<file path="src/rtl/vga_sram_scanout.sv">
// VGA scan-out engine: raster timing, SRAM word fetch and pixel serialisation,
// with a ring-buffer rolling mode and an IDLE/RUN/FREEZE control FSM.
module vga_sram_scanout #(
  parameter int H_ACTIVE    = 640,
  parameter int H_FP        = 16,
  parameter int H_SYNC      = 96,
  parameter int H_BP        = 48,
  parameter int V_ACTIVE    = 480,
  parameter int V_FP        = 10,
  parameter int V_SYNC      = 2,
  parameter int V_BP        = 33,
  parameter int DATA_W      = 16,
  parameter int PPW         = 2,
  parameter int ADDR_W      = 20,
  parameter int DEPTH_LINES = 480
) (
  input  logic                    pixel_clk,
  input  logic                    R,
  input  logic                    S,
  input  logic                    stop,
  input  logic                    mode,
  input  logic [DATA_W-1:0]       SRAM_DQ,
  output logic [ADDR_W-1:0]       SRAM_ADDR,
  output logic                    SRAM_OE_N,
  output logic                    vga_hs,
  output logic                    vga_vs,
  output logic                    vga_blank_n,
  output logic [DATA_W/PPW-1:0]   pixel,
  output logic                    frame_tick
);

  localparam int H_TOTAL  = H_ACTIVE + H_FP + H_SYNC + H_BP;
  localparam int V_TOTAL  = V_ACTIVE + V_FP + V_SYNC + V_BP;
  localparam int WPL      = H_ACTIVE / PPW;
  localparam int PIX_W    = DATA_W / PPW;
  localparam int HC_W     = $clog2(H_TOTAL + 1);
  localparam int VC_W     = $clog2(V_TOTAL + 1);
  localparam int LINE_W   = (DEPTH_LINES > 1) ? $clog2(DEPTH_LINES) : 1;
  localparam int K_W      = (PPW > 1) ? $clog2(PPW) : 1;
  localparam int HS_START = H_ACTIVE + H_FP;
  localparam int HS_END   = HS_START + H_SYNC;
  localparam int VS_START = V_ACTIVE + V_FP;
  localparam int VS_END   = VS_START + V_SYNC;

  typedef enum logic [1:0] {IDLE, RUN, FREEZE} state_t;

  state_t              state, state_nxt;
  logic                start_pend, pend_nxt;
  logic                advance;
  logic [HC_W-1:0]     h_cnt, col_word;
  logic [VC_W-1:0]     v_cnt;
  logic [K_W-1:0]      pix_k;
  logic [LINE_W-1:0]   base_line, base_line_nxt, line_idx;
  logic [ADDR_W-1:0]   base_word, base_word_nxt, line_word, cur_line_word;
  logic                h_wrap, h_act, v_act, hs_raw, vs_raw, frame_start, run_nxt;

  logic                s1_hs, s1_vs, s1_blank_n, s1_en;
  logic [K_W-1:0]      s1_k;
  logic [DATA_W-1:0]   dq_reg;
  logic                s2_hs, s2_vs, s2_blank_n, s2_en;
  logic [K_W-1:0]      s2_k;
  logic [PIX_W-1:0]    pix_sel;

  assign h_wrap      = (h_cnt == HC_W'(H_TOTAL - 1));
  assign h_act       = (h_cnt < HC_W'(H_ACTIVE));
  assign v_act       = (v_cnt < VC_W'(V_ACTIVE));
  assign hs_raw      = !((h_cnt >= HC_W'(HS_START)) && (h_cnt < HC_W'(HS_END)));
  assign vs_raw      = !((v_cnt >= VC_W'(VS_START)) && (v_cnt < VC_W'(VS_END)));
  assign frame_start = (h_cnt == '0) && (v_cnt == '0);
  assign frame_tick  = frame_start & ~R;

  always_ff @(posedge pixel_clk or posedge R) begin
    if (R) begin
      h_cnt <= '0;
      v_cnt <= '0;
    end else if (h_wrap) begin
      h_cnt <= '0;
      v_cnt <= (v_cnt == VC_W'(V_TOTAL - 1)) ? '0 : v_cnt + VC_W'(1);
    end else begin
      h_cnt <= h_cnt + HC_W'(1);
    end
  end

  // Word column and pixel-in-word track h_cnt so no divider is needed.
  always_ff @(posedge pixel_clk or posedge R) begin
    if (R) begin
      pix_k    <= '0;
      col_word <= '0;
    end else if (h_wrap) begin
      pix_k    <= '0;
      col_word <= '0;
    end else if (pix_k == K_W'(PPW - 1)) begin
      pix_k    <= '0;
      col_word <= col_word + HC_W'(1);
    end else begin
      pix_k <= pix_k + K_W'(1);
    end
  end

  always_comb begin
    state_nxt = state;
    pend_nxt  = start_pend;
    advance   = 1'b0;
    case (state)
      IDLE: begin
        if (frame_start) begin
          pend_nxt = 1'b0;
          if (start_pend || S) state_nxt = stop ? FREEZE : RUN;
        end else if (S) begin
          pend_nxt = 1'b1;
        end
      end
      RUN: begin
        pend_nxt = 1'b0;
        if (frame_start) begin
          if (stop)      state_nxt = FREEZE;
          else if (mode) advance   = 1'b1;
        end
      end
      FREEZE: begin
        pend_nxt = 1'b0;
        if (frame_start && !stop) state_nxt = RUN;
      end
      default: begin
        state_nxt = IDLE;
        pend_nxt  = 1'b0;
      end
    endcase
  end

  always_comb begin
    base_line_nxt = base_line;
    base_word_nxt = base_word;
    if (advance) begin
      if (base_line == LINE_W'(DEPTH_LINES - 1)) begin
        base_line_nxt = '0;
        base_word_nxt = '0;
      end else begin
        base_line_nxt = base_line + LINE_W'(1);
        base_word_nxt = base_word + ADDR_W'(WPL);
      end
    end
  end

  always_ff @(posedge pixel_clk or posedge R) begin
    if (R) begin
      state      <= IDLE;
      start_pend <= 1'b0;
      base_line  <= '0;
      base_word  <= '0;
    end else begin
      state      <= state_nxt;
      start_pend <= pend_nxt;
      base_line  <= base_line_nxt;
      base_word  <= base_word_nxt;
    end
  end

  // Running ring-buffer line pointer; reloaded from the post-tick base so the
  // first line of a frame already reflects that tick's advance.
  always_ff @(posedge pixel_clk or posedge R) begin
    if (R) begin
      line_idx  <= '0;
      line_word <= '0;
    end else if (frame_start) begin
      line_idx  <= base_line_nxt;
      line_word <= base_word_nxt;
    end else if (h_wrap) begin
      if (line_idx == LINE_W'(DEPTH_LINES - 1)) begin
        line_idx  <= '0;
        line_word <= '0;
      end else begin
        line_idx  <= line_idx + LINE_W'(1);
        line_word <= line_word + ADDR_W'(WPL);
      end
    end
  end

  assign cur_line_word = frame_start ? base_word_nxt : line_word;
  assign run_nxt       = (state_nxt != IDLE);

  always_ff @(posedge pixel_clk or posedge R) begin
    if (R) begin
      SRAM_ADDR  <= '0;
      SRAM_OE_N  <= 1'b1;
      s1_hs      <= 1'b1;
      s1_vs      <= 1'b1;
      s1_blank_n <= 1'b0;
      s1_en      <= 1'b0;
      s1_k       <= '0;
    end else begin
      if (h_act && v_act) SRAM_ADDR <= cur_line_word + ADDR_W'(col_word);
      SRAM_OE_N  <= !(run_nxt && v_act);
      s1_hs      <= hs_raw;
      s1_vs      <= vs_raw;
      s1_blank_n <= h_act && v_act;
      s1_en      <= run_nxt && h_act && v_act;
      s1_k       <= pix_k;
    end
  end

  always_ff @(posedge pixel_clk or posedge R) begin
    if (R) begin
      dq_reg     <= '0;
      s2_hs      <= 1'b1;
      s2_vs      <= 1'b1;
      s2_blank_n <= 1'b0;
      s2_en      <= 1'b0;
      s2_k       <= '0;
    end else begin
      dq_reg     <= SRAM_DQ;
      s2_hs      <= s1_hs;
      s2_vs      <= s1_vs;
      s2_blank_n <= s1_blank_n;
      s2_en      <= s1_en;
      s2_k       <= s1_k;
    end
  end

  // LSB-first pixel slice within the fetched word.
  always_comb begin
    pix_sel = '0;
    for (int i = 0; i < PPW; i++) begin
      if (s2_k == K_W'(i)) pix_sel = dq_reg[i*PIX_W +: PIX_W];
    end
  end

  always_ff @(posedge pixel_clk or posedge R) begin
    if (R) begin
      vga_hs      <= 1'b1;
      vga_vs      <= 1'b1;
      vga_blank_n <= 1'b0;
      pixel       <= '0;
    end else begin
      vga_hs      <= s2_hs;
      vga_vs      <= s2_vs;
      vga_blank_n <= s2_blank_n;
      pixel       <= s2_en ? pix_sel : '0;
    end
  end

endmodule

</file>
<file path="config.mk">
export PLATFORM = sky130hd
export DESIGN_NAME = vga_sram_scanout
export DESIGN_NICKNAME = d
export VERILOG_FILES = /design/src/rtl/vga_sram_scanout.sv
export SDC_FILE = /design/constraint.sdc
export NUM_CORES = 1
export LEC_CHECK = 0
export CAP_MARGIN = 10
export CELL_PAD_IN_SITES_DETAIL_PLACEMENT = 0
export CELL_PAD_IN_SITES_GLOBAL_PLACEMENT = 1
export CORE_UTILIZATION = 47
export DETAILED_ROUTE_END_ITERATION = 12
export PLACE_DENSITY_LB_ADDON = 0.1
export SLEW_MARGIN = 25
export SYNTH_ARGS = -nofsm -noshare
export SYNTH_HDL_FRONTEND = slang
export SYNTH_SLANG_ARGS = --single-unit
</file>
<file path="constraint.sdc">
create_clock -name pixel_clk -period 14.6 [get_ports pixel_clk]
set_clock_uncertainty 0.2 [all_clocks]
set_input_delay 2.19 -clock pixel_clk [delete_from_list [all_inputs] [get_ports pixel_clk]]
set_output_delay 2.19 -clock pixel_clk [all_outputs]
set_load 0.02 [all_outputs]
</file>
==> results.txt, run 1 <==
----------------------------------------------------
[Routing]
  DR vias/cell ... 5.64
  Count of antenna-violating nets left after detailed routing ... 0
  Number of remaining DRC errors ... 0
  Routed wire length ... 17600 microns
  Pre-antenna DRT Iters ... 5
  Per-cell routed wire length ... 16.9 microns
  Total number of vias ... 5873
  Drt first-iter violations ... 436

[STA]
  Min cycle time layout ... 6.55 ns
  Hold Violations, Final ... 0
  Share of the cycle needed by the critical path after routing ... 44.8%
  Worst slew margin relative to its limit ... 33.9%
  Least setup slack across all paths after layout ... 8.05 ns
  Top achievable clock speed ... 0.153 GHz
  Slew at the pin closest to its max-slew limit ... 0.966 ns
  Setup TNS after final layout ... 0 ns
  Setup repair after global routing missed its margin ... false
  Total count of max-transition violations in the final report ... 0
  Worst hold margin ... 0.147 ns
  # setup viols final ... 0

[Placed design]
  Post-DP Area ... 0.00823 sq mm
  Number of buffers inserted by port buffering ... 53
  Final GP Congestion ... 0.822
  Placed cell count ... 1010
  Detailed placement HPWL ... 12400 microns
  Post-Place Setup Slack ... 7.66 ns

[Logic synthesis]
  Count of distinct cell types in the synthesized netlist ... 71
  Post-Syn Instances ... 768
  Synthesized netlist net count ... 809
  Share of synthesized flip-flops with an asynchronous set or reset ... 100%
  Number of enable flip-flop cells after synthesis ... 0
  Sequential cell area fraction in the yosys report ... 50.2%
  Mean instance size in the synthesized netlist ... 9.76 sq um
  Yosys warns ... 0
  Synthesized cell area ... 0.00750 sq mm
  Dominant synthesized flop cell ... sky130_fd_sc_hd__dfrtp_1
  Synthesized flop and latch total ... 150

[Power]
  Share of total power in combinational logic ... 5.0%
  Cell leakage power ... 3.96 nW
  Net Sw Frac ... 22.9%
  Portion of total power attributed to the clock network ... 46.2%
  Switching pwr ... 0.205 mW
  Total Power Consumption ... 0.894 mW
  Fraction of power consumed by sequential logic ... 48.8%
  Maximum resistive drop on vdd ... 83.2 uV
  Total power per unit cell area ... 102 mW/mm^2
  Internal power contribution ... 0.689 mW

[Die]
  I/O Pins ... 54
  Core area ... 0.0154 sq mm
  Die height ... 128 microns
  Initial core utilization ... 48.8%
  # rows ... 45
  Die area ... 0.0165 sq mm
  Die width ... 128 microns

[Worst setup path]
  Kind of critical path ... primary input to register
  Kind of launch point of the worst setup path ... primary input
  Data arrival time of the worst path ... 6.70 ns
  Req. time, crit path ... 14.76 ns
  Setup crit start ... stop
  Kind of end point of the critical path ... register
  Crit-path max FO ... 6
  Beginning of the worst register-to-register path ... h_cnt[4]

[Clock network]
  Clock root buffer ... sky130_fd_sc_hd__clkbuf_16
  # resized after CTS ... 0
  Number of H-tree levels ... 4
  Maximum buffer depth of the clock tree ... 2
  Insertion delay to the later sink of the worst-skew pair ... 0.43 ns
  Number of clock sinks ... 150
  Clock edge transition at the registers on the reported setup and hold paths ... 0.06 ns
  CTS tree ... done
  Post-cts hold buffer count ... 0
  Post-CTS setup buffer count ... 0
  Clock buffer count from CTS ... 17

[Finish]
  Area added between synthesis and finish ... 17.2%
  Share of post-route cells with drive strength above 1 ... 8.90%
  Layout Utilization ... 57.2%
  Final instance area ... 0.00879 sq mm
  Diodes inserted ... 0
  Top Registers ... SRAM_ADDR: 20 flops, base_word: 20 flops, line_word: 20 flops
  Post-layout nets ... 859
  Post-Layout Cell Count ... 1042

[Worst hold path]
  Classification of the worst-slack hold path ... register to register
  Worst Min Path Start ... s1_en

[GRT]
  Pin count of the biggest net entering global routing ... 83
  Via count of the first global-routing pass ... 5818
  First-pass GRT wire length ... 29300 microns
  Global-route usage over all layers ... 23.2%
  Number of antenna violations at the first check in global routing ... 0
  Total congestion overflow after global routing ... 0

[Run status]
  Result of the run ... finished clean

[Job]
  Number of max-capacitance violations reported ... 0

----------------------------------------------------
==> cells by family after synthesis <==
kind of cell / count (synthesis) / share of synthesized area [%]
AO/OA/AOI/OAI: 157 / 13.3
adder cells (fa/ha/maj): 20 / 3.44
flip-flops: 150 / 50.2
AND/OR/NAND/NOR: 330 / 23.1
buffers and inverters: 51 / 2.67
XOR/XNOR: 44 / 5.14
multiplexers: 16 / 2.19
==> worst paths after layout <==
path,depth (start not counted),to,slack [ns]
max in group asynchronous,3,SRAM_ADDR[14],10.95
min in group asynchronous,2,v_cnt[4],2.09
setup / recovery,16,SRAM_ADDR[17],8.05
hold / removal,0,s2_en,0.15
setup reg to reg,16,SRAM_ADDR[17],9.54
hold reg to reg,0,s2_en,0.15
==> final cells by class <==
class                      instances  area, sq um
clock buffer                      20          447
sequential                       150         3760
fill                            1351         6580
clock inverter                    12          106
inverter                          22         87.6
timing repair buffer              60          587
tap                              211          264
multi-input combinational        567         3530
==> cells in the mapped netlist, drive strengths merged, types with 8 or more instances <==
master / instances / area, sq um
dfrtp: 143 / 3580
nand2: 117 / 439
o21ai: 68 / 340
nor2: 53 / 206
nand3: 31 / 155
a21oi: 25 / 140
xor2: 24 / 210
clkbuf: 21 / 78.8
inv: 21 / 78.8
xnor2: 20 / 175
ha: 19 / 238
and3: 17 / 108
nand4: 15 / 100
nor3: 14 / 81.3
mux2i: 13 / 130
and4: 11 / 96.3
nor2b: 11 / 68.8
o31ai: 11 / 82.6
and2: 10 / 62.6
nor4: 10 / 90.1
a21o: 8 / 60.1
buf: 8 / 38.8
or3: 8 / 60.1
==> per-layer routing <==
layer	vias to the layer above	share of wire, %	GRT usage, %
li1	2831	-	-
met1	2896	47	31.0
met2	123	48	37.7
met4	0	1.7	7.27
met5	-	0	0
met3	23	3.7	5.22
==> power by group through the flow <==
stage	Clock, mW	Combinational, mW	Sequential (mW)
2_1_floorplan	0	0.0159	0.450
3_3_place_gp	0	0.0447	0.443
3_5_place_dp	0	0.0455	0.444
4_1_cts	0.421	0.0457	0.436
5_1_grt	0.440	0.0491	0.438
6_report	0.413	0.0447	0.436
==> cell usage in the layout (no fill, tap or decap), drive strengths merged, types with 4 or more instances in the layout <==
cell	netlist	routed
dfrtp	143	143
or2	7	7
a21oi	25	25
nand4b	4	4
xnor2	20	20
and2	10	10
clkbuf	21	20
and4	11	11
nor2b	11	11
nand2b	4	4
clkinvlp	0	4
and3	17	17
or3	8	8
xor2	24	24
dfstp	7	7
nand3	31	31
o211ai	6	6
a31oi	7	7
nand2	117	117
inv	21	22
mux2i	13	13
nor3b	5	5
o31ai	11	11
nand4	15	15
a22o	4	4
a31o	4	4
ha	19	19
or4	6	6
nor3	14	14
clkinv	1	7
clkdlybuf4s50	0	53
nor2	53	53
buf	8	7
nor4	10	10
a21o	8	8
o21ai	68	68
==> worst max-delay path, stage by stage <==
cell and delay [ns]:
sky130_fd_sc_hd__clkdlybuf4s50_1 0.46, sky130_fd_sc_hd__and4bb_1 0.41, sky130_fd_sc_hd__nand3_1 0.24, sky130_fd_sc_hd__nor2_1 0.33
sky130_fd_sc_hd__nand2_1 0.24, sky130_fd_sc_hd__nand2_1 0.16, sky130_fd_sc_hd__o21ai_0 0.13, sky130_fd_sc_hd__ha_1 0.33
sky130_fd_sc_hd__a21o_1 0.13, sky130_fd_sc_hd__a21oi_1 0.11, sky130_fd_sc_hd__o211ai_1 0.26, sky130_fd_sc_hd__a31oi_1 0.13
sky130_fd_sc_hd__or3_4 0.41, sky130_fd_sc_hd__or4_4 0.57, sky130_fd_sc_hd__or4_1 0.50, sky130_fd_sc_hd__nand3_1 0.09
No activity file was read; power rests on OpenSTA's default activity.
==> inputs of run 2 (changes only) <==
CORE_UTILIZATION = 46   (was 47)
clock period = 6.8 ns   (was 14.6 ns; I/O delays follow)
==> results.txt, run 2 (same netlist as run 1, synthesis figures left out) <==
----------------------------------------------------
[Worst setup path]
  Kind of launch point of the worst setup path ... primary input
  Data arrival time of the worst path ... 5.52 ns (-1.18 ns)
  Kind of critical path ... primary input to register
  Crit-path max FO ... 6 (unchanged)
  Kind of end point of the critical path ... register
  Req. time, crit path ... 6.96 ns (-7.80 ns)

[STA]
  # setup viols final ... 0 (unchanged)
  Total count of max-transition violations in the final report ... 0 (unchanged)
  Slew at the pin closest to its max-slew limit ... 0.991 ns (+0.0250 ns)
  Hold Violations, Final ... 0 (unchanged)
  Setup repair after global routing missed its margin ... false
  Setup TNS after final layout ... 0 ns (unchanged)
  Worst slew margin relative to its limit ... 32.2% (-1.7 points)
  Worst hold margin ... 0.148 ns (+0.00101 ns)
  Share of the cycle needed by the critical path after routing ... 78.8%
  Min cycle time layout ... 5.36 ns
  Top achievable clock speed ... 0.187 GHz
  Least setup slack across all paths after layout ... 1.44 ns (-6.61 ns)

[Run status]
  Result of the run ... finished clean

[Routing]
  Total number of vias ... 5858 (-0.26%)
  Number of remaining DRC errors ... 0 (unchanged)
  Count of antenna-violating nets left after detailed routing ... 0 (unchanged)
  Per-cell routed wire length ... 17.1 microns (+1.0%)
  Routed wire length ... 17900 microns (+1.5%)
  DR vias/cell ... 5.60 (-0.73%)
  Pre-antenna DRT Iters ... 5 (unchanged)
  Drt first-iter violations ... 348 (-20%)

[Die]
  Die height ... 130 microns (+1.1%)
  Die width ... 130 microns (+1.1%)
  Initial core utilization ... 47.2% (-1.6 points)
  I/O Pins ... 54 (unchanged)
  Die area ... 0.0168 sq mm (+2.1%)
  # rows ... 46 (+2.2%)
  Core area ... 0.0159 sq mm (+3.3%)

[Power]
  Cell leakage power ... 3.98 nW (+0.51%)
  Total Power Consumption ... 1.98 mW (+120%)
  Total power per unit cell area ... 224 mW/mm^2 (+120%)
  Maximum resistive drop on vdd ... 173 uV (+110%)

[Clock network]
  CTS tree ... done
  Insertion delay to the later sink of the worst-skew pair ... 0.43 ns (about the same)
  Number of clock sinks ... 150 (unchanged)
  Clock buffer count from CTS ... 17 (unchanged)
  Clock edge transition at the registers on the reported setup and hold paths ... 0.06 ns (about the same)
  Maximum buffer depth of the clock tree ... 2 (unchanged)
  Post-cts hold buffer count ... 0 (unchanged)
  # resized after CTS ... 0 (unchanged)
  Clock root buffer ... sky130_fd_sc_hd__clkbuf_16
  Post-CTS setup buffer count ... 0 (unchanged)
  Number of H-tree levels ... 4 (unchanged)

[GRT]
  Pin count of the biggest net entering global routing ... 99 (+19%)
  Global-route usage over all layers ... 23.4% (+0.13 points)
  Via count of the first global-routing pass ... 5880 (+1.1%)
  First-pass GRT wire length ... 29900 microns (+2.0%)
  Number of antenna violations at the first check in global routing ... 0 (unchanged)
  Total congestion overflow after global routing ... 0 (unchanged)

[Finish]
  Share of post-route cells with drive strength above 1 ... 9.03% (+0.12 points)
  Most frequent cells in the layout ... sky130_fd_sc_hd__dfrtp_1, sky130_fd_sc_hd__nand2_1, sky130_fd_sc_hd__o21ai_0
  Top Registers ... SRAM_ADDR: 20 flops, base_word: 20 flops, line_word: 20 flops
  Diodes inserted ... 0 (unchanged)
  Layout Utilization ... 55.6% (-1.5 points)
  Area added between synthesis and finish ... 17.9%
  Final instance area ... 0.00884 sq mm (+0.57%)
  Post-Layout Cell Count ... 1047 (+0.48%)
  Most frequent standard cell in the layout excluding fill and tap cells ... sky130_fd_sc_hd__dfrtp_1
  Post-layout nets ... 859 (unchanged)

[Placed design]
  Post-DP Area ... 0.00824 sq mm (about the same)
  Number of buffers inserted by port buffering ... 53 (unchanged)
  Placed cell count ... 1015 (+0.50%)
  Final GP Congestion ... 0.837 (+1.8%)
  Post-Place Setup Slack ... 1.03 ns (-6.63 ns)
  Detailed placement HPWL ... 12700 microns (+2.9%)

[Worst hold path]
  Classification of the worst-slack hold path ... register to register

[Job]
  Number of max-capacitance violations reported ... 0 (unchanged)

----------------------------------------------------
[run 2: changes by cell type in the layout (fill, tap and decap cells not counted), sizes merged]
cell      change
bufinv        +1
clkinv        -2
clkinvlp      -1
inv           +2
[run 2: layout make-up]
cell class,count,area (sq um)
Multi-Input combinational cell,567,3530
Clock buffer,20,457
Fill cell,1466,7050
Timing Repair Buffer,60,583
Tap cell,216,270
Inverter,22,87.6
Sequential cell,150,3760
Clock inverter,12,144
[run 2: critical path: stages]
cell,delay (ns)
sky130_fd_sc_hd__clkdlybuf4s50_1,0.45
sky130_fd_sc_hd__and4bb_1,0.42
sky130_fd_sc_hd__nand3_1,0.25
sky130_fd_sc_hd__nor2_1,0.36
sky130_fd_sc_hd__nand2_1,0.25
sky130_fd_sc_hd__nand2_1,0.16
sky130_fd_sc_hd__o21ai_0,0.11
sky130_fd_sc_hd__ha_1,0.31
sky130_fd_sc_hd__a21o_1,0.11
sky130_fd_sc_hd__a21oi_1,0.10
sky130_fd_sc_hd__o211ai_1,0.27
sky130_fd_sc_hd__a31oi_1,0.13
sky130_fd_sc_hd__or3_4,0.41
sky130_fd_sc_hd__or4_4,0.56
sky130_fd_sc_hd__or4_1,0.52
sky130_fd_sc_hd__nand3_1,0.09
[run 2: worst paths after layout]
| check | start | slack, ns | cells past startpoint | endpoint |
|---|---|---|---|---|
| min in group asynchronous | R | 1.02 | 2 | v_cnt[9] |
| min reg2reg | s2_blank_n | 0.15 | 0 | vga_blank_n |
| max | stop | 1.44 | 16 | SRAM_ADDR[17] |
| min | s2_blank_n | 0.15 | 0 | vga_blank_n |
| max in group asynchronous | R | 4.13 | 3 | base_word[9] |
| max reg2reg | h_cnt[4] | 1.86 | 16 | SRAM_ADDR[17] |
[run 2: power by group]
part | switching, mW | leakage (nW) | internal (mW)
combinational | 0.0511 | 1.73 | 0.0458
sequential | 0.0157 | 1.97 | 0.922
clock | 0.384 | 0.284 | 0.565
total | 0.451 | 3.98 | 1.53
[run 2: layer usage]
metal	GRT usage (%)	part of all wire, %	wire length [microns]
met5	0	0	0
met2	39.1	48	8670
met1	30.3	46	8290
met4	8.55	1.7	296
met3	4.17	3.6	644
==> inputs of run 3 (changes only) <==
clock period = 5.56 ns   (was 6.8 ns; I/O delays follow)
==> results.txt, run 3 (same netlist as run 1, synthesis figures left out) <==
----------------------------------------------------
[Run status]
  Result of the run ... finished clean

[GRT]
  Total congestion overflow after global routing ... 0 (unchanged)
  Global-route usage over all layers ... 22.7% (-0.70 points)
  Pin count of the biggest net entering global routing ... 58 (-41%)
  Via count of the first global-routing pass ... 5787 (-1.6%)
  Number of antenna violations at the first check in global routing ... 0 (unchanged)
  First-pass GRT wire length ... 29200 microns (-2.4%)

[Worst setup path]
  Capture instance of the worst register-to-register path ... SRAM_ADDR[16]
  Setup crit start ... h_cnt[0]
  Kind of critical path ... register to register
  Crit-path max FO ... 20 (+14)
  Kind of launch point of the worst setup path ... register
  Critical Path End ... SRAM_ADDR[16]
  Kind of end point of the critical path ... register
  Data arrival time of the worst path ... 5.06 ns (-0.46 ns)
  Cell count of the worst reg-to-reg path ... 17 (+1)
  Beginning of the worst register-to-register path ... h_cnt[0]
  R2r setup slk ... 0.65 ns (-1.21 ns)
  Req. time, crit path ... 5.71 ns (-1.25 ns)

[Power]
  Net Sw Frac ... 24.1% (+1.4 points)
  Portion of total power attributed to the clock network ... 47.1% (-0.8 points)
  Total power per unit cell area ... 269 mW/mm^2 (+20%)
  Switching pwr ... 0.575 mW (+27%)
  Internal power contribution ... 1.81 mW (+18%)
  Maximum resistive drop on vdd ... 217 uV (+26%)
  Cell leakage power ... 4.00 nW (+0.34%)
  Share of total power in combinational logic ... 4.9% (about the same)
  Fraction of power consumed by sequential logic ... 48.0% (+0.7 points)

[STA]
  Min cycle time layout ... 4.91 ns
  Least setup slack across all paths after layout ... 0.649 ns (-0.796 ns)
  Slew at the pin closest to its max-slew limit ... 1.02 ns (+0.0341 ns)
  Share of the cycle needed by the critical path after routing ... 88.3%
  Setup TNS after final layout ... 0 ns (unchanged)
  Hold Violations, Final ... 0 (unchanged)
  # setup viols final ... 0 (unchanged)
  Worst slew margin relative to its limit ... 29.9% (-2.3 points)
  Total count of max-transition violations in the final report ... 0 (unchanged)
  Setup repair after global routing missed its margin ... false
  Top achievable clock speed ... 0.204 GHz

[Die]
  Die height ... 130 microns (unchanged)
  I/O Pins ... 54 (unchanged)
  Die area ... 0.0168 sq mm (unchanged)
  Core area ... 0.0159 sq mm (unchanged)
  # rows ... 46 (unchanged)
  Initial core utilization ... 47.2% (unchanged)
  Die width ... 130 microns (unchanged)

[Clock network]
  Insertion delay to the later sink of the worst-skew pair ... 0.43 ns (about the same)
  Post-CTS setup buffer count ... 0 (unchanged)
  Maximum buffer depth of the clock tree ... 2 (unchanged)
  Number of clock sinks ... 150 (unchanged)
  Post-cts hold buffer count ... 0 (unchanged)
  Clock edge transition at the registers on the reported setup and hold paths ... 0.06 ns (about the same)
  CTS tree ... done
  Number of H-tree levels ... 4 (unchanged)
  # resized after CTS ... 0 (unchanged)
  Clock root buffer ... sky130_fd_sc_hd__clkbuf_16
  Clock buffer count from CTS ... 17 (unchanged)

[Routing]
  Pre-antenna DRT Iters ... 5 (unchanged)
  Per-cell routed wire length ... 16.6 microns (-3.0%)
  Routed wire length ... 17500 microns (-2.4%)
  Drt first-iter violations ... 392 (+13%)
  Number of remaining DRC errors ... 0 (unchanged)
  Total number of vias ... 5884 (+0.44%)
  Count of antenna-violating nets left after detailed routing ... 0 (unchanged)
  DR vias/cell ... 5.59 (-0.13%)

[Placed design]
  Final GP Congestion ... 0.844 (+0.76%)
  Number of buffers inserted by port buffering ... 53 (unchanged)
  Detailed placement HPWL ... 12600 microns (-0.84%)
  Post-Place Setup Slack ... 0.258 ns (-0.777 ns)

[Worst hold path]
  Classification of the worst-slack hold path ... register to register

[Finish]
  Most frequent standard cell in the layout excluding fill and tap cells ... sky130_fd_sc_hd__dfrtp_1
  Most frequent cells in the layout ... sky130_fd_sc_hd__dfrtp_1, sky130_fd_sc_hd__nand2_1, sky130_fd_sc_hd__o21ai_0
  Diodes inserted ... 0 (unchanged)
  Share of post-route cells with drive strength above 1 ... 9.80% (+0.77 points)
  Area added between synthesis and finish ... 18.1%
  Top Registers ... SRAM_ADDR: 20 flops, base_word: 20 flops, line_word: 20 flops
  Post-layout nets ... 865 (+0.70%)
  Filler instances ... 1453 (-0.89%)

[Job]
  Number of max-capacitance violations reported ... 0 (unchanged)

----------------------------------------------------
-- run 3: changes by cell type in the layout (fill, tap and decap cells not counted) --
cell | before | now
sky130_fd_sc_hd__clkbuf_1 | 1 | 0
sky130_fd_sc_hd__clkinv_2 | 0 | 1
sky130_fd_sc_hd__inv_8 | 0 | 1
sky130_fd_sc_hd__clkinv_4 | 4 | 3
sky130_fd_sc_hd__clkbuf_8 | 2 | 0
sky130_fd_sc_hd__bufinv_16 | 2 | 1
sky130_fd_sc_hd__clkinvlp_4 | 3 | 4
sky130_fd_sc_hd__inv_6 | 4 | 6
sky130_fd_sc_hd__buf_4 | 7 | 13
-- run 3: worst min path at each step --
stage / from / slack (ns) / cells past startpoint / end
finish: s2_blank_n / 0.15 / 0 / vga_blank_n
global route: s1_en / 0.15 / 0 / s2_en
CTS: s2_blank_n / 0.15 / 0 / vga_blank_n
detailed placement: s2_blank_n / 0.14 / 0 / vga_blank_n
global placement: s1_en / 0.13 / 0 / s2_en
floorplan: s1_blank_n / 0.13 / 0 / s2_blank_n
-- run 3: through the flow --
stage | power (mW) | area (sq um) | hold slack, ns | std cells | utilization (%)
3_3_place_gp | 1.28 | 8280 | 0.133 | 1021 | 52.1
2_1_floorplan | 1.22 | 7500 | 0.131 | 768 | -
5_1_grt | 2.48 | 8850 | 0.155 | 1053 | 55.7
4_1_cts | 2.41 | 8850 | 0.150 | 1053 | 55.7
3_5_place_dp | 1.29 | 8280 | 0.136 | 1021 | 52.1
6_report | 2.38 | 8850 | 0.150 | 1053 | 55.7
-- run 3: worst max-delay path, stage by stage, from the launching register on --
cell and delay, ns:
sky130_fd_sc_hd__dfrtp_1 0.42, sky130_fd_sc_hd__inv_1 0.08, sky130_fd_sc_hd__ha_1 0.15, sky130_fd_sc_hd__nor3b_2 0.32, sky130_fd_sc_hd__and4_1 0.43, sky130_fd_sc_hd__nand2_1 0.41
sky130_fd_sc_hd__o21ai_0 0.30, sky130_fd_sc_hd__ha_1 0.20, sky130_fd_sc_hd__inv_1 0.06, sky130_fd_sc_hd__fa_1 0.41, sky130_fd_sc_hd__nor2b_1 0.16, sky130_fd_sc_hd__o2111ai_1 0.16
sky130_fd_sc_hd__nand3_1 0.13, sky130_fd_sc_hd__a41oi_1 0.14, sky130_fd_sc_hd__or2_2 0.35, sky130_fd_sc_hd__nor4_1 0.52, sky130_fd_sc_hd__nand4b_1 0.17, sky130_fd_sc_hd__a31oi_1 0.21
-- run 3: layout make-up --
class | instances | area, sq um | share of cell area, %
Inverter | 22 | 87.6 | 0.989
Tap cell | 216 | 270 | 3.05
Clock inverter | 15 | 146 | 1.65
Timing Repair Buffer | 66 | 628 | 7.09
Clock buffer | 17 | 425 | 4.80
Sequential cell | 150 | 3760 | 42.5
Multi-Input combinational cell | 567 | 3530 | 39.9
-- run 3: metal layers --
layer	GRT usage [%]	vias to the layer above	routed length, microns	part of all wire (%)
met5	0	-	0	0
met4	8.82	0	317	1.8
met3	4.00	25	589	3.4
met2	36.7	112	8260	47
met1	30.3	2899	8310	48
li1	-	2848	-	-
-- run 3: power by group through the flow --
stage               clock network (mW)  logic, mW  registers, mW
floorplan                            0     0.0419           1.18
global placement                     0      0.118           1.16
detailed placement                   0      0.120           1.17
CTS                               1.15      0.120           1.15
global route                      1.20      0.129           1.15
finish                            1.12      0.117           1.14
